File: src/rtl/serial_addsub_ctrl.sv
// Bit-serial adder/subtractor: one full-adder slice iterated LSB-first over WIDTH cycles,
// sequenced by a start/done handshake, with held Result, Cout and signed Overflow.
module serial_addsub_ctrl #(
    parameter int unsigned WIDTH = 8
) (
    input  logic             clk,
    input  logic             rst_n,
    input  logic             start,
    input  logic             sub,
    input  logic [WIDTH-1:0] A,
    input  logic [WIDTH-1:0] B,
    output logic             busy,
    output logic             done,
    output logic [WIDTH-1:0] Result,
    output logic             Cout,
    output logic             Overflow
);

    localparam int unsigned CW = (WIDTH > 2) ? $clog2(WIDTH) : 1;

    localparam logic [1:0] S_IDLE  = 2'd0;
    localparam logic [1:0] S_SHIFT = 2'd1;
    localparam logic [1:0] S_DONE  = 2'd2;

    logic [1:0]       r_state;
    logic [1:0]       w_state_nxt;
    logic             w_load;
    logic             w_step;
    logic             w_last;

    logic [WIDTH-1:0] r_op_a;
    logic [WIDTH-1:0] r_op_b;
    logic [WIDTH-1:0] r_work;
    logic             r_carry;
    logic [CW-1:0]    r_count;

    logic             w_s;
    logic             w_c;
    logic [WIDTH-1:0] w_work_nxt;

    // Single full-adder slice on the current LSBs
    assign w_s        = r_op_a[0] ^ r_op_b[0] ^ r_carry;
    assign w_c        = (r_op_a[0] & r_op_b[0]) | (r_op_a[0] & r_carry) | (r_op_b[0] & r_carry);
    assign w_work_nxt = WIDTH'({w_s, r_work} >> 1);

    // State register
    always_ff @(posedge clk or negedge rst_n) begin
        if (!rst_n) begin
            r_state <= S_IDLE;
            busy    <= 1'b0;
            done    <= 1'b0;
        end else begin
            r_state <= w_state_nxt;
            busy    <= (w_state_nxt == S_SHIFT);
            done    <= (w_state_nxt == S_DONE);
        end
    end

    // Next-state and datapath control
    always_comb begin
        w_state_nxt = r_state;
        w_load      = 1'b0;
        w_step      = 1'b0;
        w_last      = 1'b0;
        case (r_state)
            S_IDLE: begin
                if (start) begin
                    w_load      = 1'b1;
                    w_state_nxt = S_SHIFT;
                end
            end
            S_SHIFT: begin
                w_step = 1'b1;
                if (r_count == CW'(WIDTH - 1)) begin
                    w_last      = 1'b1;
                    w_state_nxt = S_DONE;
                end
            end
            S_DONE: begin
                if (start) begin
                    w_load      = 1'b1;
                    w_state_nxt = S_SHIFT;
                end else begin
                    w_state_nxt = S_IDLE;
                end
            end
            default: w_state_nxt = S_IDLE;
        endcase
    end

    // Operand shift registers, carry, bit counter and held results
    always_ff @(posedge clk or negedge rst_n) begin
        if (!rst_n) begin
            r_op_a   <= '0;
            r_op_b   <= '0;
            r_work   <= '0;
            r_carry  <= 1'b0;
            r_count  <= '0;
            Result   <= '0;
            Cout     <= 1'b0;
            Overflow <= 1'b0;
        end else if (w_load) begin
            r_op_a  <= A;
            r_op_b  <= sub ? ~B : B;
            r_carry <= sub;
            r_count <= '0;
        end else if (w_step) begin
            r_op_a  <= r_op_a >> 1;
            r_op_b  <= r_op_b >> 1;
            r_carry <= w_c;
            r_work  <= w_work_nxt;
            r_count <= r_count + CW'(1);
            if (w_last) begin
                Result   <= w_work_nxt;
                Cout     <= w_c;
                // r_carry still holds the carry into the MSB on this edge
                Overflow <= r_carry ^ w_c;
            end
        end
    end

endmodule

File: config.mk
export PLATFORM = sky130hd
export DESIGN_NAME = serial_addsub_ctrl
export DESIGN_NICKNAME = d
export VERILOG_FILES = /design/src/rtl/serial_addsub_ctrl.sv
export SDC_FILE = /design/constraint.sdc
export NUM_CORES = 1
export LEC_CHECK = 0
export CAP_MARGIN = 20
export CORE_ASPECT_RATIO = 1.25
export CORE_MARGIN = 1
export CORE_UTILIZATION = 55
export DETAILED_ROUTE_END_ITERATION = 6
export PLACE_DENSITY = 0.83
export SETUP_SLACK_MARGIN = 0.5
export SYNTH_ARGS = -nofsm -noshare
export SYNTH_HDL_FRONTEND = slang
export SYNTH_SLANG_ARGS = --single-unit
File: constraint.sdc
create_clock -name clk -period 3.7 [get_ports clk]
set_input_delay 0.74 -clock clk [delete_from_list [all_inputs] [get_ports clk]]
set_output_delay 0.74 -clock clk [all_outputs]
set_load 0.02 [all_outputs]
After elaboration in Yosys (flattened, before gate mapping):

Index checks and enable logic that the tools add are counted.

* $add $sub $neg: 1
* multipliers: 0
* divide/modulo/power cells: 0
* order comparisons: 0
* equality and inequality tests: 5
* shifts and indexed selects: 0
* multiplexer cells: 18
* bitwise operators: 10
* reduce and logical (&&, ||, !) cells: 5

Operators with widths (count)
* $mux W8: 5
* $mux W1: 8
* $not A8 Y8: 1
* $mux W3: 2
* $pmux W2 S3: 1
* $eq A2 B1 Y1 const B: 2
* $eq A2 B2 Y1 const B: 2
* $mux W2: 2
* $add A3 B1 Y3 const B: 1
* $and A1 B1 Y1: 3
* $eq A3 B3 Y1 const B: 1
* $reduce_and A3 Y1: 1
* $xor A1 B1 Y1: 3
* $logic_not A2 Y1: 1
* $or A1 B1 Y1: 2
* $reduce_and A2 Y1: 1
* $reduce_bool A2 Y1: 1
* $reduce_or A2 Y1: 1
* $not A1 Y1: 1

* register bits: 42
* latch bits: 0
* memory bits (writable): 0
* ROM bits: 0
* bits of input ports: 20
* output and inout port bits: 12
* logic and storage cells: 50
* memories kept: 0

Logic depth before layout (Yosys ltp):

Gate-level depths: netlist (run 1).

* depth in word-level cells: 5
* gate-level depth with buffers: 6
* mapped depth without buffers: 5

Worst setup path after synthesis (run 1):

No wires, ideal clock.

* path type: register to register
* start point: register r_count[0]
* end point: register Cout
* arrival time: 1.446 ns
* required time: 3.575 ns
* slack: 2.129 ns
* stages on the path, launching flop included: 6
* path buffers: 1
* cells stage by stage: dfrtp_1 > ha_1 > ha_1 > nand3b_1 > buf_2 > mux2_2

* cells in the longest elaborated chain, start to end: 4

Ends and longest elaborated chain
* start: declaration: line 35 `logic [CW-1:0] r_count;`
* start signal: assignment: line 112 `r_count <= r_count + CW'(1);`
* $eq A3 B3 Y1: line 74 `if (r_count == CW'(WIDTH - 1)) begin`
* $mux W1: line 74
* $mux W1: line 65 `case (r_state)`
* $reduce_and A3 Y1 (no line)
* end signal: assignment: line 115 `Cout <= w_c;`
* end: declaration: line 15 `output logic Cout,`

No other way between the ends.
A chain may end at the register's enable or synchronous reset.

Worst setup path in the final report (run 1):

* start point: register Overflow
* end point: output Overflow

RTL lines
* start: declaration: line 16 `output logic Overflow`
* start signal: assignment: line 117 `Overflow <= r_carry ^ w_c;`

No word-level cell between the ends.

==> results.ini, run 1 <==
[status]
outcome=finished clean

[timing]
skew_ns=0.0135
max-slew-margin-rel=0.318
timing.final.ws_setup_ns=1.61
hold_viol_final=0
clock.fmax_mhz=477
period_minus_slack_ns=2.09
maxSlewViolCount=0
setup_viol=0
period_share=0.566
grt_setup_unrepaired=false
fin_tns_setup_ns=0
worstMarginPinSlew_ns=1.02

[die]
die_x_um=52.6
die-area_mm2=0.00343
die_y_um=65.3
coreArea_mm2=0.00300
rows=22
initial_core_util=0.587
io_pins=32

[layout]
drive_above_1_share=0.0990
antenna_cells=0
nets=224
synthToLayoutAreaGrowth_pct=22.4
fin_area_mm2=0.00216

[route]
dr.pass1.iters=4
vias_per_cell=5.43
drt_iter0_drc=26
wirelength_um=3070
post-route-drc-count=0
vias=1293
antenna_left=0
routedWlPerCell_um=12.9

[grt]
gr-usage-met1=0.266
overflow=0
grt_pass1_vias=1238
global_route.peak_usage_layer=met2
met3_usage=0.0556
grt_pass1_wl_um=5300
grt_antenna_before_repair=0
gr-usage-met2=0.350
grt_max_degree=42
groute.usage.overall=0.216

[logic_synthesis]
synth_nets=195
syn_avg_cell_area_um2=10.2
ys_seq_elements=41
syn-cell-area_mm2=0.00176
async_flop_share=1.00
ys.flop_type=dfrtp_1
synth_cell_type_count=23
yosys_warnings=0
synth_edf_count=0
synth.yosys.seq_area_share=0.582
postSynthCellCount=172

[clocking]
clockBufferDepth=2
clkSinkCount=41
cts_buffers=5
cts_setup_buffers=0
cts_max_level=2
postCtsHoldBufs=0
ctsResizeCount=0
cts_root_buf=clkbuf_4
cts_tree=built
insertion_delay_ns=0.36
clk_pin_slew_ns=0.13

[placement]
place_area_mm2=0.00206
place_ws_ns=1.42
gp_congestion=0.735
dpl.hpwl_um=2130
port_buffers=31

[critical_path]
startpoint_type=flop
required_ns=2.96
cp_top_family=buffers and inverters
reg2reg_slack_ns=1.89
rr_startpoint=r_count[0]
critPathSlowestCell=clkdlybuf4s50_1
path_class=reg -> out
crit_path_end=Overflow
timing.critical_path.from=Overflow
r2r_cells=4
cp.depth=1
max_stage_delay_ns=0.61
end_kind=output port
cp_num_buf_inv=1
arrival_ns=1.35
crit_fanout=2
crit_path_cell_trace=clkdlybuf4s50_1
timing.rr.end=Cout

[power_and_ir_drop]
vdd_drop_max_mv=0.607
pwr_density_cell_mw_per_mm2=859
finalPower_mw=1.85
p_leak_nw=0.998

[run]
drv_cap=0

[hold_path]
min_path_type=in -> async

[flip-flops by register name, summed over array words and instances, names as in the netlist]
signal	count
busy	1
Overflow	1
r_state	2
Result	8
Cout	1
r_count	3
done	1
r_work	7
r_carry	1
r_op_b	8
r_op_a	8
[cell families (layout without fill, tap and decap cells)]
group | count (synthesis) | in the layout | share of synthesized area
AOI/OAI and AO/OA | 23 | 23 | 0.0831
xor gates and xnor gates | 9 | 9 | 0.0447
adders and majority gates | 3 | 3 | 0.0256
buffers and inverters | 13 | 43 | 0.0383
DFF | 41 | 41 | 0.582
muxes | 9 | 9 | 0.0575
and+or+nand+nor | 74 | 74 | 0.168
[metal layers]
metal / vias up / wire length (µm)
met5: - / 0
met4: 0 / 62
met3: 6 / 149
met2: 42 / 1530
met1: 620 / 1330
li1: 625 / -
[cell usage in the layout, fill, tap and decap left out, types with 3 or more instances in the layout]
cell	instances
o21ai_0	4
a31oi_1	13
nor2_1	15
mux2_2	9
a22o_1	3
xor2_1	8
clkbuf_4	5
clkdlybuf4s50_1	30
dfrtp_1	41
nand2_1	51
[power breakdown]
| group | total (mW) | internal [mW] | switching (mW) |
|---|---|---|---|
| registers | 0.782 | 0.658 | 0.123 |
| clock network | 0.312 | 0.161 | 0.152 |
| logic | 0.759 | 0.357 | 0.402 |
[synth_stat cells, types with 2 or more instances]
master	count	area share
inv_1	2	0.0043
ha_1	2	0.014
xor2_1	8	0.040
dfrtp_1	41	0.58
nor2_1	15	0.032
mux2_2	9	0.058
buf_2	9	0.026
a31oi_1	13	0.046
nand2_1	51	0.11
nand3_1	2	0.0057
buf_4	2	0.0085
a22o_1	3	0.015
o21ai_0	4	0.011
nand2b_1	2	0.0071
[layout make-up]
| class | instances | area [µm²] |
|---|---|---|
| sequential | 41 | 1030 |
| fill | 225 | 845 |
| multi-input combinational | 118 | 668 |
| timing repair buffer | 33 | 320 |
| clock buffer | 6 | 51.3 |
| tap | 36 | 45.0 |
| clock inverter | 2 | 37.5 |
| inverter | 2 | 7.51 |
[worst min-delay path by stage]
| stage | endpoint | slack, ns | cells after the start |
|---|---|---|---|
| finish | r_count[1] | 0.48 | 1 |
| global route | r_work[1] | 0.53 | 2 |
| CTS | r_work[4] | 0.51 | 1 |
| detailed placement | r_work[1] | 0.48 | 2 |
| global placement | r_work[1] | 0.46 | 2 |
| floorplan | Cout | 0.44 | 0 |
[through the flow]
step | util | instances | hold slack (ns)
floorplan | - | 172 | 0.442
global placement | 0.686 | 229 | 0.456
detailed placement | 0.686 | 229 | 0.476
CTS | 0.716 | 237 | 0.506
global route | 0.719 | 238 | 0.533
finish | 0.719 | 238 | 0.482
(Power assumes the default switching activity.)
==> run 2, diff against run 1 <==
Settings changed: CORE_UTILIZATION 55 to 51, PLACE_DENSITY 0.83 to 0.78.
Clock period 3.7 ns to 2.2 ns, I/O delays scaled along.
==> run 2 against run 1 <==
Against the previous run: register-to-register slack got worse by 1.2 ns; clock skew fell by 0.0079 ns; routed wire length rose by 6.6%; sequential share of layout area fell by 1.9 points; critical path depth rose by 4; flip-flop and latch count did not move; die area rose by 7.6%; first-iteration DRC count did not move; cell area rose by 4.2%.
==> results.ini, run 2 (synthesized netlist as in run 1, its figures left out) <==
[route]
routedWlPerCell_um=13.4
vias_per_cell=5.28
drt_iter0_drc=26
vias=1289
antenna_left=0
wirelength_um=3270
post-route-drc-count=0
dr.pass1.iters=4

[power_and_ir_drop]
pwr_density_cell_mw_per_mm2=1430
vdd_drop_max_mv=1.03
p_leak_nw=1.15
finalPower_mw=3.21

[critical_path]
rr_startpoint=r_count[0]
max_stage_delay_ns=0.40
r2r_cells=5
arrival_ns=1.73
critPathSlowestCell=dfrtp_1
timing.rr.end=Result[5]
path_class=reg -> reg
required_ns=2.38
cp.depth=5
end_kind=flop
crit_fanout=6
crit_path_end=Result[5]
reg2reg_slack_ns=0.65
crit_path_cell_trace=ha_1, ha_1, nand3b_1, buf_4, mux2_2
cp_top_family=adder cells
cp_common_cell=ha_1
timing.critical_path.from=r_count[0]
startpoint_type=flop
cp_num_buf_inv=1

[layout]
drive_above_1_share=0.121
final_util=0.691
multi_input_area_um2=671
seqCellArea_mm2=0.00103
synthToLayoutAreaGrowth_pct=27.6
final_cell_mix=nand2_1, dfrtp_1, clkdlybuf4s50_1
layout_commonest_cell=nand2_1
biggestRegsByFlops=Result: 8 flops, r_op_a: 8 flops, r_op_b: 8 flops
n_fill_cell=259
layoutNonFillerInstCount=244
fin_area_mm2=0.00225
antenna_cells=0
nets=229

[clocking]
insertion_delay_ns=0.29
clkSinkCount=41
clk_pin_slew_ns=0.08
cts_root_buf=clkbuf_8
cts_max_level=2
cts_tree=built
cts_buffers=5
clockBufferDepth=2

[grt]
grt_pass1_vias=1319
grt_pass1_wl_um=5520
overflow=0
grt_antenna_before_repair=0
grt_max_degree=42
groute.usage.overall=0.213

[timing]
whs_ns=0.265
setup_viol=0
hold_viol_final=0
timing.final.ws_setup_ns=0.650
grt_setup_unrepaired=false
worstMarginPinSlew_ns=0.881
skew_ns=0.00555
maxSlewViolCount=0
max-slew-margin-rel=0.412
period_share=0.705
fin_tns_setup_ns=0
clock.fmax_mhz=645
period_minus_slack_ns=1.55

[die]
initial_core_util=0.542
die_x_um=54.6
rows=23
die-area_mm2=0.00369
io_pins=32
die_y_um=67.7
coreArea_mm2=0.00325

[placement]
gp_congestion=0.733
dpl.hpwl_um=2230
place_ws_ns=0.402
dp_cells=233
port_buffers=31
place_area_mm2=0.00208

[run]
drv_cap=0

[status]
outcome=finished clean

[hold_path]
min_path_type=in -> async

-- run 2: cell types whose count changed in the layout (fill, tap and decap cells not counted), sizes merged --
cell           before  now
dlygate4sd2         0    2
dlymetal6s2s        0   10
clkbuf              6    7
buf                 3    8
clkdlybuf4s50      30   18
clkinvlp            1    0
-- run 2: routing by layer --
layer  vias up  part of all wire  routed length, µm  GRT usage
met4         0             0.023                 74      0.103
met5         -                 0                  0          0
li1        632                 -                  -          -
met2        37              0.50               1640      0.358
met1       611              0.42               1390      0.239
met3         9             0.050                163     0.0653
-- run 2: repair_timing --
action | in CTS | in global routing
endpoints found under the setup margin | 11 | 11
hold buffers | 0 | 0
setup buffers | 3 | 0
pin swaps | 1 | 0
gates resized for setup | 2 | 11
cloned | 0 | 0
-- run 2: worst register-to-register path, delay by kind of cell, from the launching register on --
family / cells / cell delay (ns)
simple gates: 1 / 0.13
mux: 1 / 0.33
fa+ha+maj: 2 / 0.42
flops: 1 / 0.40
buf+inv: 1 / 0.17
-- run 2: area by class of cell --
cell class                      count  share of cell area
Clock buffer                        7              0.0384
Inverter                            2             0.00334
Tap cell                           37              0.0206
Multi-Input combinational cell    118               0.298
Timing Repair Buffer               38               0.169
Sequential cell                    41               0.457
Clock inverter                      1              0.0134
-- run 2: how the worst min path moves through the flow --
stage               startpoint   endpoint  slack [ns]  cells after the start
floorplan                rst_n       Cout        0.14                      0
global placement     r_work[1]  r_work[1]        0.46                      2
detailed placement   r_work[1]  r_work[1]        0.46                      2
CTS                      rst_n  Result[4]        0.30                      1
global route             rst_n  Result[4]        0.33                      1
finish                   rst_n  Result[2]        0.27                      1
-- run 2: power breakdown --
group	switching, mW	internal [mW]	total [mW]
clock	0.252	0.370	0.622
sequential	0.200	1.11	1.31
combinational	0.689	0.591	1.28
==> edit: new RTL, flow settings as in run 2 <==
Set the parameter `WIDTH` to 4 (it was 8).
--- a/src/rtl/serial_addsub_ctrl.sv
+++ b/src/rtl/serial_addsub_ctrl.sv
@@ -1,7 +1,7 @@
 // Bit-serial adder/subtractor: one full-adder slice iterated LSB-first over WIDTH cycles,
 // sequenced by a start/done handshake, with held Result, Cout and signed Overflow.
 module serial_addsub_ctrl #(
-    parameter int unsigned WIDTH = 8
+    parameter int unsigned WIDTH = 4
 ) (
     input  logic             clk,
     input  logic             rst_n,
Interface: changed (resized A, B and Result); port bits go from 32 to 20. No check against the original RTL was run, so the function may have changed too.
==> edit against run 2 <==
Highest routed layer unchanged. Register-to-register slack gained 0.11 ns. Design area shrank 44%. Fmax grew 4.6%. Total power shrank 43%. Hold slack gained 0.19 ns. Largest cell class unchanged. Synthesized cell count shrank 58%. Wire length shrank 52%. Worst setup slack gained 0.068 ns. Count of clock-buffer cells in the layout shrank 4. Utilization is essentially flat. Sequential cell count shrank 17. Area after synthesis shrank 43%.
==> edit: results (changes against run 2) <==
* Synth area leaders: dfrtp_1, mux2_2, a22o_1 (was dfrtp_1, nand2_1, mux2_2)
* Port bufs at 19 (was 31)
* CTS root buf: clkbuf_4 (was clkbuf_8)
* Drt wl/cell at 13.83 um (was 13.39 um)
* Pin count of the biggest net entering global routing at 25 (was 42)
* Status: completed (unchanged)
* Clk tree area frac at 4.208% (was 5.178%)
* Post-CTS sizing at 8 (was 2)
* Post-synthesis adder-cell area fraction at 3.234% (was 2.557%)
* Layout cell share with drive strength beyond 1 at 18.09% (was 12.08%)
* Storage cell area at 600.6 um^2 (was 0.001026 mm^2)
* Hold_ws at 0.4528 ns (was 0.2653 ns)
* GR met2 Demand/Resource at 29.43% (was 35.82%)
* Largest regs: Result (4), r_op_a (4), r_op_b (4) (was Result (8), r_op_a (8), r_op_b (8))
* Final GP Congestion at 0.7341 (was 0.7327)
* Met1 usage at 21.91% (was 23.90%)
* Multiplexer share of the synthesized area at 10.07% (was 5.753%)
* Worst-skew pair later-pin latency at 0.32 ns (was 0.29 ns)
* Vias/cell at 5.522 (was 5.283)
* Global-route usage over all layers at 17.78% (was 21.31%)
* DR WL met3 at 60 um (was 163 um)
* Psw at 0.6137 mW (was 1.141 mW)
* Xor-xnor portion of the synthesized cell area at 4.353% (was 4.474%)
* Layout clock buffers at 3 (was 7)
* Worst R2R Path Depth at 3 (was 5)
edit: worst max path at each step:
stage,from,to,cells past startpoint
4_1_cts,Result[1],Result[1],1
2_1_floorplan,r_op_a[0],r_carry,3
3_3_place_gp,start,r_op_b[2],4
5_1_grt,r_count[0],Result[3],3
6_report,Result[1],Result[1],1
3_5_place_dp,start,r_op_b[1],4
edit: through the flow:
step	setup WS, ns	util [%]	cell area [um^2]
5_1_grt	0.6785	69.07	1249
3_5_place_dp	0.5169	66.71	1206
4_1_cts	0.7017	69.07	1249
6_report	0.7179	69.07	1249
3_3_place_gp	0.5489	66.71	1206
2_1_floorplan	0.8922	-	1006
edit: cells by family (layout without fill, tap and decap cells):
kind of cell / after synthesis / count (layout)
buffers and inverters: 7 / 28
flip-flops: 24 / 24
multiplexers: 9 / 9
AND/OR/NAND/NOR: 9 / 9
AO/OA/AOI/OAI: 17 / 17
adder cells (fa/ha/maj): 2 / 2
XOR/XNOR: 5 / 5
